===== src/rtl/s_m_ctrl.sv =====
// s_m_ctrl: valid/ready front-end and result capture for the s_m multiplier.
// Starts s_m via its rst pin, waits the fixed latency, then registers P.
module s_m_ctrl #(
  parameter int WIDTH      = 4,
  parameter int MUL_CYCLES = 5,
  parameter int CNT_W      = 16
) (
  input  logic               clk,
  input  logic               rst,
  input  logic               in_valid,
  output logic               in_ready,
  input  logic [WIDTH-1:0]   in_a,
  input  logic [WIDTH-1:0]   in_b,
  output logic               mul_rst,
  output logic [WIDTH-1:0]   mul_a,
  output logic [WIDTH-1:0]   mul_b,
  input  logic [2*WIDTH-1:0] mul_p,
  output logic               out_valid,
  input  logic               out_ready,
  output logic [2*WIDTH-1:0] out_p,
  output logic [WIDTH-1:0]   out_a,
  output logic [WIDTH-1:0]   out_b,
  output logic [CNT_W-1:0]   done_cnt
);

  localparam logic [3:0] CNT_INIT = 4'(MUL_CYCLES - 1);

  typedef enum logic [1:0] {
    IDLE,
    START,
    WAIT,
    HOLD
  } state_t;

  state_t     state;
  state_t     state_nxt;
  logic [3:0] cnt;
  logic [3:0] cnt_nxt;
  logic       accept;
  logic       capture;
  logic       handshake;
  logic       slot_free;

  assign handshake = out_valid & out_ready;
  assign slot_free = ~out_valid | out_ready;
  assign accept    = in_ready & in_valid;

  // s_m is held cleared during reset and pulsed for one START cycle.
  assign mul_rst = rst | (state == START);

  // Next-state, wait count and capture decision.
  always_comb begin
    state_nxt = state;
    cnt_nxt   = cnt;
    in_ready  = 1'b0;
    capture   = 1'b0;
    unique case (state)
      IDLE: begin
        in_ready = 1'b1;
        if (in_valid) state_nxt = START;
      end
      START: begin
        state_nxt = WAIT;
        cnt_nxt   = CNT_INIT;
      end
      WAIT: begin
        if (cnt == 4'd0) begin
          if (slot_free) begin
            capture   = 1'b1;
            state_nxt = IDLE;
          end else begin
            state_nxt = HOLD;
          end
        end else begin
          cnt_nxt = cnt - 4'd1;
        end
      end
      HOLD: begin
        if (slot_free) begin
          capture   = 1'b1;
          state_nxt = IDLE;
        end
      end
      default: state_nxt = IDLE;
    endcase
  end

  // State and latency counter registers.
  always_ff @(posedge clk or posedge rst) begin
    if (rst) begin
      state <= IDLE;
      cnt   <= 4'd0;
    end else begin
      state <= state_nxt;
      cnt   <= cnt_nxt;
    end
  end

  // Operands stay put from START until the next acceptance.
  always_ff @(posedge clk or posedge rst) begin
    if (rst) begin
      mul_a <= '0;
      mul_b <= '0;
    end else if (accept) begin
      mul_a <= in_a;
      mul_b <= in_b;
    end
  end

  // Result slot: a capture on a handshake edge keeps valid high.
  always_ff @(posedge clk or posedge rst) begin
    if (rst) begin
      out_valid <= 1'b0;
      out_p     <= '0;
      out_a     <= '0;
      out_b     <= '0;
    end else if (capture) begin
      out_valid <= 1'b1;
      out_p     <= mul_p;
      out_a     <= mul_a;
      out_b     <= mul_b;
    end else if (handshake) begin
      out_valid <= 1'b0;
    end
  end

  // Delivered-product counter, wraps naturally.
  always_ff @(posedge clk or posedge rst) begin
    if (rst) begin
      done_cnt <= '0;
    end else if (handshake) begin
      done_cnt <= done_cnt + {{(CNT_W-1){1'b0}}, 1'b1};
    end
  end

endmodule


===== config.mk =====
export PLATFORM = sky130hd
export DESIGN_NAME = s_m_ctrl
export DESIGN_NICKNAME = d
export VERILOG_FILES = /design/src/rtl/s_m_ctrl.sv
export SDC_FILE = /design/constraint.sdc
export NUM_CORES = 1
export LEC_CHECK = 0
export BUFFER_PORTS_ARGS = -buffer_cell sky130_fd_sc_hd__buf_4
export CAP_MARGIN = 30
export CORE_ASPECT_RATIO = 1.2
export CORE_MARGIN = 2
export CORE_UTILIZATION = 54
export DETAILED_ROUTE_END_ITERATION = 10
export HOLD_SLACK_MARGIN = 0.1
export PLACE_DENSITY = 0.84
export SLEW_MARGIN = 40
export SYNTH_ARGS = -nofsm -noshare
export SYNTH_HDL_FRONTEND = slang
export SYNTH_SLANG_ARGS = --single-unit

===== constraint.sdc =====
create_clock -name clk -period 4.15 [get_ports clk]
set_input_delay 0.6225 -clock clk [delete_from_list [all_inputs] [get_ports clk]]
set_output_delay 0.6225 -clock clk [all_outputs]
set_load 0.005 [all_outputs]

==> results.md <==
* Status: finished clean
* First-pass GRT wire length at 6.49 mm
* DP Area at 2480 um2
* Mapped Nets at 169
* Root Driver: clkbuf_8
* Diodes inserted at 0
* WP data arrival at 2.12 ns
* Worst vdd ir at 0.000302 V
* Synth Register Bits at 47
* Setup violations, final at 0
* Worst slew margin at 0.623
* Skew final at 0.00200 ns
* Synth Instances at 147
* Final-stage net count at 235
* Mapped cell area at 2000 um2
* Post-DP HPWL at 2.93 mm
* Crit-path max FO at 16
* Die height at 70.7 um
* Synth top area share at 0.588
* Maximum root-to-sink buffer count at 2
* Placer Congestion at 0.755
* Post-synth cell types at 32
* Min Tclk post-route at 1.94 ns
* Starting Density at 0.555
* Final wirelength at 4.00 mm
* # hold bufs at CTS at 0
* Sequential cell area at 1180 um2
* Min-delay worst type: primary input to asynchronous set/reset pin
* Max-cap viol count at 0
* Final Hold Fails at 0
* Total power at 1810 uW
* Chip width at 59.6 um
* DRT antenna net count at 0
* Crit end category: flip-flop
* Vias in the first global route at 1344
* # DRC at 0
* Synth area leaders: dfrtp_1, mux2_2, mux2_4, xnor2_1, xor2_1
* Leak at 0.00129 uW
* Design Area, Final at 2580 um2
* FP Rows at 24
* Highest routed layer: met4
* Share of cells above drive strength 1 at 0.474
* DR WL/cell at 15.9 um
* CTS Sinks at 47
* WL met3 at 269 um
* Final TNS setup at 0 ns
* Kind of critical path: flip-flop to flip-flop
* Drt pass-1 iters at 4
* Vias at 1371
* Largest net degree at the start of global routing at 47
* Fmax at 516 MHz
* Met2 wire length at 2.04 mm
* H-tree depth at 2
* Area of the multi-input gates at 762 um2
* CTS tree: yes
* Post-CTS setup buffer count at 0
* DR iter-0 viols at 48
* Crit start category: flip-flop
* Total I/O pin count at 63
* Vias per std cell at 5.44
* Number of fill cells at 261
* Cell taking the most area after synthesis: dfrtp_1
* Core Footprint at 3600 um2
* Slew Limit Fails at 0
* Mean area per synthesized cell at 13.6 um2
* Total CTS buffers at 5
* Layout Utilization at 0.717
* Full die area at 4210 um2
* # port buffers at 62
* Synth Warn # at 0
* Unrepaired setup endpoints after global routing: no
* Sequential share of the synthesized area at 0.588
* Gr usage total at 0.205
* Total grt overflow at 0
* Post-cts sizing count at 0
* Worst Path Required at 4.33 ns
* Worst-path clk slew at 0.08 ns
* Met1 WL at 1.62 mm
* Post-synthesis to final-layout area growth at 29.2%
* PD cells at 700 nW/um2
* Worst-Margin Slew at 0.565 ns
* Initial antenna violation count at 0
* Final worst-path cycle share at 0.467
* Clock latency on the worst-skew pair at 0.29 ns
==> kinds of logic after synthesis <==
group | share of synthesized area
and+or+nand+nor | 0.118
DFF | 0.588
AOI/OAI and AO/OA | 0.0256
adders and majority gates | 0.0125
xor gates and xnor gates | 0.0657
muxes | 0.159
buffers and inverters | 0.0313
==> per-layer routing <==
layer,track usage,vias up
met5,0,-
met1,0.268,678
met3,0.0530,9
met4,0.0716,0
met2,0.328,49
li1,-,635
==> synthesized netlist by cell type <==
library cell,number
buf_2,1
or3b_1,1
inv_1,6
o21ai_0,3
and3_1,1
a31o_2,1
buf_6,1
nor2_1,7
a21boi_0,1
or2_2,1
nand2b_1,1
mux2_4,10
nand3_4,1
xor2_1,5
xnor2_1,10
nand3_1,7
a21oi_1,1
nand3b_1,1
and4_1,2
nand2_1,8
dfrtp_1,47
mux2_2,15
and2_1,1
nor3b_2,1
nand4_1,6
o211ai_1,1
buf_12,1
or2b_2,1
ha_1,2
clkbuf_1,1
o31ai_1,1
or4_2,1
==> sequential cells by signal (all words and copies together) (netlist names) <==
| register | cells |
|---|---|
| out_p | 8 |
| out_b | 4 |
| mul_b | 4 |
| out_valid | 1 |
| state | 2 |
| done_cnt | 16 |
| out_a | 4 |
| mul_a | 4 |
| cnt | 4 |
==> path summary, 6_finish.rpt <==
path | startpoint | end | slack, ns | cells after the start
worst max-delay path | cnt[0]$_DFFE_PP0P_ | out_p[2]$_DFFE_PP0P_ | 2.21 | 6
worst min-delay path | rst | cnt[0]$_DFFE_PP0P_ | 0.18 | 2
worst max register to register | cnt[0]$_DFFE_PP0P_ | out_p[2]$_DFFE_PP0P_ | 2.21 | 6
worst min register to register | done_cnt[15]$_DFFE_PP0P_ | done_cnt[15]$_DFFE_PP0P_ | 0.49 | 1
max in group asynchronous | rst | done_cnt[10]$_DFFE_PP0P_ | 3.24 | 3
min in group clk | done_cnt[15]$_DFFE_PP0P_ | done_cnt[15]$_DFFE_PP0P_ | 0.49 | 1
==> layout make-up <==
type	count	area share
inverter	6	0.00871
clock buffer	6	0.0281
tap	39	0.0189
multi-input combinational	90	0.295
sequential	47	0.455
clock inverter	1	0.0116
timing repair buffer	63	0.183
==> placed cells by master (no fill, tap or decap), types with 2 or more instances in the layout <==
cell type  Yosys  final
buf_4          0     63
dfrtp_1       47     47
mux2_2        15     15
mux2_4        10     10
xnor2_1       10     10
nand2_1        8      8
nor2_1         7      7
nand3_1        7      7
nand4_1        6      6
inv_1          6      5
xor2_1         5      5
clkbuf_8       0      5
o21ai_0        3      3
and4_1         2      2
ha_1           2      2
==> critical path, cell delays in order (launching register included) <==
cell and delay (ns):
dfrtp_1 0.40, inv_1 0.07, ha_1 0.22, nor3b_2 0.16
or2_2 0.31, nand3_4 0.27, mux2_2 0.38
==> metrics by stage <==
step,hold WS [ns],cells,setup slack (ns)
after floorplan,0.468,147,1.76
after global placement,0.464,245,2.31
after detailed placement,0.483,245,2.23
after CTS,0.175,252,2.21
after global routing,0.173,252,2.13
final,0.177,252,2.21
==> report_power, final <==
part           internal [uW]  total [uW]  switching, uW
clock network            176         317            140
registers                635         791            156
logic                    445         701            256
Power figures use the tool's default switching activity.
